===== config.mk =====
export PLATFORM = sky130hd
export DESIGN_NAME = decimator
export DESIGN_NICKNAME = d
export VERILOG_FILES = /design/src/rtl/decimator.sv
export SDC_FILE = /design/constraint.sdc
export NUM_CORES = 1
export LEC_CHECK = 0
export CAP_MARGIN = 20
export CORE_MARGIN = 2
export CORE_UTILIZATION = 43
export DETAILED_ROUTE_END_ITERATION = 10
export PLACE_DENSITY = 0.84
export SETUP_SLACK_MARGIN = 0.15
export SLEW_MARGIN = 20
export SYNTH_ARGS = -nofsm -noshare
export SYNTH_HDL_FRONTEND = slang
export SYNTH_SLANG_ARGS = --single-unit

===== constraint.sdc =====
create_clock -name clk -period 2.1 [get_ports clk]
set_input_delay 0.63 -clock clk [delete_from_list [all_inputs] [get_ports clk]]
set_output_delay 0.63 -clock clk [all_outputs]
set_load 0.05 [all_outputs]

===== src/rtl/decimator.sv =====
// Sample-rate decimator: keeps the phase-0 sample of every DECIM_FACTOR accepted samples.
// Optional macro DECIMATOR_AVG_EN switches to integrate-and-dump averaging of each window.
module decimator #(
    parameter string ARCHITECTURE = "BEHAVIORAL",
    parameter int    DATA_WIDTH   = 32,
    parameter int    DECIM_FACTOR = 2
) (
    input  logic                  clk,
    input  logic                  rst_n,
    input  logic                  en,
    input  logic                  sync,
    input  logic [DATA_WIDTH-1:0] in_data,
    input  logic                  in_valid,
    output logic [DATA_WIDTH-1:0] out_data,
    output logic                  out_valid,
    output logic                  out_sync
);

    localparam int            LOG2N      = $clog2(DECIM_FACTOR);
    localparam int            PW         = (LOG2N > 0) ? LOG2N : 1;
    localparam logic [PW-1:0] LAST_PHASE = PW'(DECIM_FACTOR - 1);
    localparam logic [PW-1:0] SYNC_NEXT  = (DECIM_FACTOR > 1) ? PW'(1) : '0;
    localparam bit            FUNCTIONAL = (ARCHITECTURE == "BEHAVIORAL");

    logic                  accept;
    logic                  start;
    logic [PW-1:0]         phase_q, phase_d;
    logic [DATA_WIDTH-1:0] out_data_q, out_data_d;
    logic                  out_valid_q, out_valid_d;
    logic                  out_sync_q, out_sync_d;

    assign accept = en & in_valid;
    // A sync sample is always the first sample of a fresh window.
    assign start  = sync | (phase_q == '0);

    always_comb begin
        phase_d = phase_q;
        if (accept) begin
            if (sync) begin
                phase_d = SYNC_NEXT;
            end else if (phase_q == LAST_PHASE) begin
                phase_d = '0;
            end else begin
                phase_d = phase_q + PW'(1);
            end
        end
    end

`ifdef DECIMATOR_AVG_EN
    localparam int AW     = DATA_WIDTH + LOG2N;
    localparam bit SINGLE = (DECIM_FACTOR == 1);

    logic                 last;
    logic signed [AW-1:0] acc_q, acc_d;
    logic signed [AW-1:0] sum;
    logic                 pend_q, pend_d;

    assign last = sync ? SINGLE : (phase_q == LAST_PHASE);
    assign sum  = start ? AW'(signed'(in_data)) : acc_q + AW'(signed'(in_data));

    always_comb begin
        acc_d       = acc_q;
        pend_d      = pend_q;
        out_data_d  = out_data_q;
        out_valid_d = 1'b0;
        out_sync_d  = 1'b0;
        if (accept) begin
            acc_d = sum;
            if (last) begin
                pend_d      = 1'b0;
                out_data_d  = sum[AW-1:LOG2N];
                out_valid_d = 1'b1;
                out_sync_d  = sync | pend_q;
            end else if (sync) begin
                pend_d = 1'b1;
            end
        end
    end

    always_ff @(posedge clk or negedge rst_n) begin
        if (!rst_n) begin
            acc_q  <= '0;
            pend_q <= 1'b0;
        end else begin
            acc_q  <= acc_d;
            pend_q <= pend_d;
        end
    end
`else
    always_comb begin
        out_data_d  = out_data_q;
        out_valid_d = 1'b0;
        out_sync_d  = 1'b0;
        if (accept && start) begin
            out_data_d  = in_data;
            out_valid_d = 1'b1;
            out_sync_d  = sync;
        end
    end
`endif

    always_ff @(posedge clk or negedge rst_n) begin
        if (!rst_n) begin
            phase_q     <= '0;
            out_data_q  <= '0;
            out_valid_q <= 1'b0;
            out_sync_q  <= 1'b0;
        end else begin
            phase_q     <= phase_d;
            out_data_q  <= out_data_d;
            out_valid_q <= out_valid_d;
            out_sync_q  <= out_sync_d;
        end
    end

    // Non-behavioral architectures are placeholders and never present data.
    assign out_data  = out_data_q;
    assign out_valid = out_valid_q & FUNCTIONAL;
    assign out_sync  = out_sync_q & FUNCTIONAL;

endmodule


==> reports/metrics.yaml, run 1 <==
die_area_um2: 3830
period_share: 0.871
tightest_slew_ns: 0.487
worst-path-buf-inv: 1
fp-row-count: 21
r2r-end: "out_data[22]$_DFFE_PN0P_"
drc: 0
diodes: 0
wl_um: 3000
p_per_area_nw_per_um2: 1050
r2r_start: "phase_q$_DFFE_PN0P_"
crit_cells: 1
slowest_delay_ns: 0.52
synthesis.area_um2: 1440
outcome: "finished clean"
cts_tree: "built"
clock.fmax_mhz: 547
cts_setup_buffers: 0
ff2ff_setup_slack_ns: 0.79
core_region_area_um2: 3280
holdWs_ns: 0.520
crit_family: "buffers and inverters"
grt_pass1_vias: 957
start_kind: "flip-flop"
path_class: "flip-flop to primary output"
skew_ns: 0.00669
cts_resized: 2
synth.distinct_cells: 9
fin_nets: 189
vias: 911
die_x_um: 61.9
layout_setup_ws_ns: 0.271
yosys_warnings: 0
period_minus_slack_ns: 1.83
final_common_cell: "clkdlybuf4s50_1"
crit_chain: "dlygate4sd2_1"
drive_gt1_frac: 0.503
rsz0062_at_grt: "no"
p_leak_nw: 1.02
grt_max_degree: 36
cp_max_fo: 1
clkLatencyLatePin_ns: 0.34
hold_class: "flip-flop to flip-flop"
tns_ns: 0
ant_nets: 0
cts_buffers: 5
endpoint: "out_sync"
h-tree-depth: 2
dpl_worst_slack_ns: 0.0311
clk_root_buffer_cell: "clkbuf_4"
cts.path.max_buffers: 2
end_kind: "primary output"
grt_overflow: 0
path_clk_slew_ns: 0.10
synth.yosys.seq_area_share: 0.608
place_congestion: 0.679
reg2regPathDepth: 3
finalMaxSlewViolations: 0
maxSlewHeadroom: 0.676
critPathSlowestCell: "dlygate4sd2_1"
drt_first_pass_iters: 4
grt_pass1_wl_um: 4220
ios: 71
hold_viol: 0
setup_viol: 0
crit_arrival_ns: 1.20
ys_ff_latch: 35
crit_required_ns: 1.47
synth_nets: 112
initial_core_util: 0.438
io_buffers: 70
cts.sinks: 35
die_h_um: 61.9
peakVddDrop_uv: 545
hpwlAfterDp_um: 2210
wire_per_inst_um: 15.1
antenna_found_initial: 0
drt-initial-drc-count: 30
syn_avg_cell_area_um2: 19.2
drt-vias-per-instance: 4.58
finish.utilization: 0.661
cap_violations: 0
setup.worst_path.start: "out_sync$_DFF_PN0_"
netlist_instances: 75
area_delta_synth_final_pct: 50.8
final_cell_mix: "36 x clkdlybuf4s50_1, 35 x dfrtp_1, 33 x buf_4"
grt_usage: 0.159
ctsHoldBuffers: 0
[layer usage]
layer	GRT usage	wire length [µm]	vias to the layer above
met4	0.0638	35	0
met5	0	0	-
met3	0.0704	259	5
met2	0.266	1590	44
met1	0.177	1120	447
li1	-	-	415
[how the worst min path moves through the flow]
stage	depth (start not counted)	startpoint	endpoint
2_1_floorplan	0	rst_n	out_data[0]$_DFFE_PN0P_
3_3_place_gp	1	out_data[25]$_DFFE_PN0P_	out_data[25]$_DFFE_PN0P_
3_5_place_dp	1	out_data[27]$_DFFE_PN0P_	out_data[27]$_DFFE_PN0P_
4_1_cts	1	out_data[27]$_DFFE_PN0P_	out_data[27]$_DFFE_PN0P_
5_1_grt	1	out_data[27]$_DFFE_PN0P_	out_data[27]$_DFFE_PN0P_
6_report	1	out_data[27]$_DFFE_PN0P_	out_data[27]$_DFFE_PN0P_
[where the power goes]
group	total [mW]	switching [mW]	leakage (nW)	internal (mW)
registers	0.885	0.0804	0.414	0.804
clock network	0.410	0.213	0.0386	0.197
logic	0.995	0.597	0.570	0.398
[synth_stat cells]
cell | number | area, µm²
dfrtp_1 | 35 | 876
mux2_4 | 28 | 420
mux2_2 | 4 | 45.0
buf_12 | 3 | 60.1
a21o_2 | 1 | 8.76
a21oi_4 | 1 | 16.3
inv_1 | 1 | 3.75
nand2_2 | 1 | 6.26
nor2_1 | 1 | 3.75
[kinds of logic (layout without fill, tap and decap cells)]
| kind of cell | count (synthesis) | after routing | share of synthesized area |
|---|---|---|---|
| buffers and inverters | 4 | 82 | 0.0443 |
| muxes | 32 | 32 | 0.323 |
| and+or+nand+nor | 2 | 2 | 0.00695 |
| AOI/OAI and AO/OA | 2 | 2 | 0.0174 |
| DFF | 35 | 35 | 0.608 |
[cell type report]
cell class / count / area [µm²]
Fill cell: 234 / 1110
Sequential cell: 35 / 876
Timing Repair Buffer: 73 / 666
Multi-Input combinational cell: 36 / 500
Clock buffer: 8 / 68.8
Tap cell: 46 / 57.6
Inverter: 1 / 3.75
[sequential cells by signal, summed over array words and instances, names as in the netlist]
signal     cells
out_valid      1
phase_q        1
out_data      32
out_sync       1
[stage by stage]
stage	cells	power, mW	cell area [µm²]
2_1_floorplan	75	1.56	1440
3_3_place_gp	191	1.88	2110
3_5_place_dp	191	1.90	2110
4_1_cts	199	2.32	2170
5_1_grt	199	2.39	2170
6_report	199	2.29	2170
No activity file was read; power rests on OpenSTA's default activity.
==> inputs of run 2 (changes only) <==
--- a/config.mk
+++ b/config.mk
@@ -9,6 +9,7 @@
 export CORE_MARGIN = 2
 export CORE_UTILIZATION = 43
 export DETAILED_ROUTE_END_ITERATION = 10
+export GPL_TIMING_DRIVEN = 0
 export PLACE_DENSITY = 0.84
 export SETUP_SLACK_MARGIN = 0.15
 export SLEW_MARGIN = 20
==> run 2 against run 1 <==
Compared with the run above:
- first-iteration DRC count fell by 80%
- via count rose by 0.22%
- fmax fell by 2.8%
- flip-flop and latch count did not move
- critical path type unchanged
- highest routed layer unchanged
==> reports/metrics.yaml, run 2 (same netlist as run 1, synthesis figures left out) <==
h-tree-depth: 2
initial_core_util: 0.438
start_kind: "flip-flop"
place_congestion: 0.656
clkLatencyLatePin_ns: 0.33
ant_nets: 0
ctsHoldBuffers: 0
clock.fmax_mhz: 532
final_cell_mix: "35 x clkdlybuf4s50_1, 35 x dfrtp_1, 34 x dlygate4sd2_1"
outcome: "finished clean"
io_buffers: 70
critPathSlowestCell: "dlygate4sd2_1"
crit_chain: "dlygate4sd2_1"
final_area_um2: 2240
largest_register_ffs: 32
drt-initial-drc-count: 6
core_region_area_um2: 3280
cts.path.max_buffers: 2
worst-path-buf-inv: 1
diodes: 0
cts.sinks: 35
path_clk_slew_ns: 0.10
hpwlAfterDp_um: 2180
ios: 71
grt_usage: 0.162
reg2regPathDepth: 3
cts_buffers: 5
hold_class: "primary input to asynchronous set/reset pin"
p_per_area_nw_per_um2: 997
finalMaxSlewViolations: 0
r2r_start: "phase_q$_DFFE_PN0P_"
path_class: "flip-flop to primary output"
die_x_um: 61.9
period_minus_slack_ns: 1.88
drt-vias-per-instance: 4.57
tightest_slew_ns: 0.514
crit_required_ns: 1.47
clk_root_buffer_cell: "clkbuf_4"
crit_family: "buffers and inverters"
maxSlewHeadroom: 0.658
drc: 0
fillers: 256
drt_first_pass_iters: 3
hold_viol: 0
period_share: 0.896
end_kind: "primary output"
cap_violations: 0
ff2ff_setup_slack_ns: 0.72
setup_viol: 0
cp_max_fo: 2
multi_input_area_um2: 500
holdWs_ns: 0.139
cts_tree: "built"
fp-row-count: 21
grt_pass1_wl_um: 4300
r2r-end: "out_data[31]$_DFFE_PN0P_"
die_h_um: 61.9
final-seq-area_um2: 876
p_leak_nw: 1.05
slowest_delay_ns: 0.55
grt_pass1_vias: 903
skew_ns: 0.00523
grt_max_degree: 28
area_delta_synth_final_pct: 55.5
postPlaceCellArea_um2: 2210
rsz0062_at_grt: "no"
vias: 913
fin_nets: 190
wire_per_inst_um: 14.5
antenna_found_initial: 0
drive_gt1_frac: 0.305
die_area_um2: 3830
crit_arrival_ns: 1.25
grt_overflow: 0
peakVddDrop_uv: 538
power_mw: 2.23
wl_um: 2900
## run 2: layout make-up
cell class | count | area share
buffer | 3 | 0.0268
tap | 46 | 0.0257
timing repair buffer | 71 | 0.301
clock buffer | 8 | 0.0307
inverter | 1 | 0.00168
multi-input combinational | 36 | 0.223
sequential | 35 | 0.391
## run 2: per-stage QoR
step                setup TNS [ns]  setup WS, ns   util  cells
finish                           0         0.219  0.682    200
detailed placement           -1.19       -0.0586  0.674    192
CTS                              0         0.184  0.682    200
global route                     0         0.152  0.682    200
global placement            -10.16        -0.264  0.669    191
floorplan                        0         0.527      -     75
## run 2: repair_timing
action,in CTS,in global routing
buffers inserted,0,0
endpoints found under the setup margin,34,0
resized for setup,34,0
endpoints found under the hold margin,0,0
## run 2: worst max-delay path by stage
stage / startpoint / to / slack (ns) / cells past startpoint
after floorplan: sync / out_data[0]$_DFFE_PN0P_ / 0.53 / 4
after global placement: rst_n / out_data[2]$_DFFE_PN0P_ / -0.26 / 1
after detailed placement: en / out_data[31]$_DFFE_PN0P_ / -0.06 / 5
after CTS: out_data[10]$_DFFE_PN0P_ / out_data[10] / 0.18 / 1
after global routing: out_data[0]$_DFFE_PN0P_ / out_data[0] / 0.15 / 1
final: out_data[10]$_DFFE_PN0P_ / out_data[10] / 0.22 / 1
## run 2: worst register-to-register path, cell delays in order, from the launching register on
cell and delay [ns]:
dfrtp_1 0.42, a21oi_4 0.35, buf_12 0.20, mux2_4 0.31
## run 2: power by group
group,switching (mW),internal (mW)
Combinational,0.600,0.361
Sequential,0.0675,0.804
Clock,0.205,0.197
## run 2: per-layer routing
| metal | vias up | GRT usage | share of wire |
|---|---|---|---|
| met4 | 0 | 0.0638 | 0.019 |
| met3 | 5 | 0.0704 | 0.089 |
| li1 | 417 | - | - |
| met2 | 44 | 0.266 | 0.51 |
| met1 | 447 | 0.186 | 0.38 |
| met5 | - | 0 | 0 |
==> inputs of run 3 (changes only) <==
--- a/config.mk
+++ b/config.mk
@@ -10,6 +10,7 @@
 export CORE_UTILIZATION = 43
 export DETAILED_ROUTE_END_ITERATION = 10
 export GPL_TIMING_DRIVEN = 0
+export MAX_ROUTING_LAYER = met4
 export PLACE_DENSITY = 0.84
 export SETUP_SLACK_MARGIN = 0.15
 export SLEW_MARGIN = 20
==> run 3 against run 2 <==
Compared with the run above:
- cell count unchanged
- highest routed layer unchanged
- first-iteration DRC count down 17%
- die area unchanged
- total power about the same
- via count up 0.11%
- flip-flop and latch count unchanged
- critical path type unchanged
==> reports/metrics.yaml, run 3 (same netlist as run 1, synthesis figures left out) <==
ios: 71
finalMaxSlewViolations: 0
p_per_area_nw_per_um2: 997
diodes: 0
setup_viol: 0
drt_first_pass_iters: 3
hpwlAfterDp_um: 2180
slowest_delay_ns: 0.55
p_leak_nw: 1.05
fillers: 256
cts_tree: "built"
io_buffers: 70
fp-row-count: 21
rsz0062_at_grt: "no"
grt_max_degree: 28
finish.utilization: 0.682
crit_required_ns: 1.47
crit_chain: "dlygate4sd2_1"
period_minus_slack_ns: 1.88
antenna_found_initial: 0
maxSlewHeadroom: 0.658
hold_class: "primary input to asynchronous set/reset pin"
area_delta_synth_final_pct: 55.5
end_kind: "primary output"
placed_cells: 192
die_area_um2: 3830
cts.path.max_buffers: 2
clock.fmax_mhz: 532
dpl_worst_slack_ns: -0.0586
grt_pass1_wl_um: 4310
die_x_um: 61.9
final-seq-area_um2: 876
multi_input_area_um2: 500
cp_max_fo: 2
vias: 914
cap_violations: 0
drc: 0
largest_register_ffs: 32
wl_um: 2890
worst-path-buf-inv: 1
clkLatencyLatePin_ns: 0.33
peakVddDrop_uv: 538
holdWs_ns: 0.142
finalNonFillerCells: 200
drive_gt1_frac: 0.305
crit_arrival_ns: 1.25
wire_per_inst_um: 14.5
h-tree-depth: 2
fin_nets: 190
cts.sinks: 35
start_kind: "flip-flop"
hold_viol: 0
cts_buffers: 5
tightest_slew_ns: 0.514
period_share: 0.894
grt_overflow: 0
ant_nets: 0
initial_core_util: 0.438
crit_family: "buffers and inverters"
skew_ns: 0.00527
clk_root_buffer_cell: "clkbuf_4"
critPathSlowestCell: "dlygate4sd2_1"
drt-vias-per-instance: 4.57
tns_ns: 0
grt_usage: 0.167
path_class: "flip-flop to primary output"
layout_setup_ws_ns: 0.222
outcome: "finished clean"
core_region_area_um2: 3280
final_cell_mix: "35 x clkdlybuf4s50_1, 35 x dfrtp_1, 34 x dlygate4sd2_1"
grt_pass1_vias: 901
path_clk_slew_ns: 0.10
drt-initial-drc-count: 5
die_h_um: 61.9
place_congestion: 0.662
run 3: layout make-up:
type                            instances  area share
Inverter                                1     0.00168
Clock buffer                            8      0.0307
Sequential cell                        35       0.391
Tap cell                               46      0.0257
Multi-Input combinational cell         36       0.223
Buffer                                  3      0.0268
Timing Repair Buffer                   71       0.301
run 3: layer usage:
metal  GRT usage  share of wire
met1       0.189           0.39
met2       0.266           0.51
met3      0.0663          0.087
met4      0.0638          0.018
met5           -              0
run 3: metrics by stage:
step / total power, mW / area (µm²)
final: 2.23 / 2240
after global routing: 2.34 / 2240
after CTS: 2.27 / 2240
after detailed placement: 1.95 / 2210
after global placement: 1.93 / 2200
after floorplan: 1.56 / 1440
run 3: report_power, final:
group          internal [mW]  switching [mW]
logic                  0.361           0.600
clock network          0.197           0.204
registers              0.804          0.0675
total                   1.36           0.872
run 3: path summary, 6_finish.rpt:
path	start	to	slack (ns)	cells after the start
min in group clk	out_data[29]$_DFFE_PN0P_	out_data[29]$_DFFE_PN0P_	0.51	1
worst max-delay path	out_data[10]$_DFFE_PN0P_	out_data[10]	0.22	1
worst min-delay path	rst_n	out_valid$_DFF_PN0_	0.14	1
worst max register to register	phase_q$_DFFE_PN0P_	out_data[31]$_DFFE_PN0P_	0.72	3
max in group asynchronous	rst_n	out_data[20]$_DFFE_PN0P_	1.55	2
worst min register to register	out_data[29]$_DFFE_PN0P_	out_data[29]$_DFFE_PN0P_	0.51	1
run 3: timing repair:
item,4_1_cts,5_1_grt
hold buffers,0,0
gates resized for setup,34,0
endpoints found under the setup margin,34,0
setup buffers,0,0
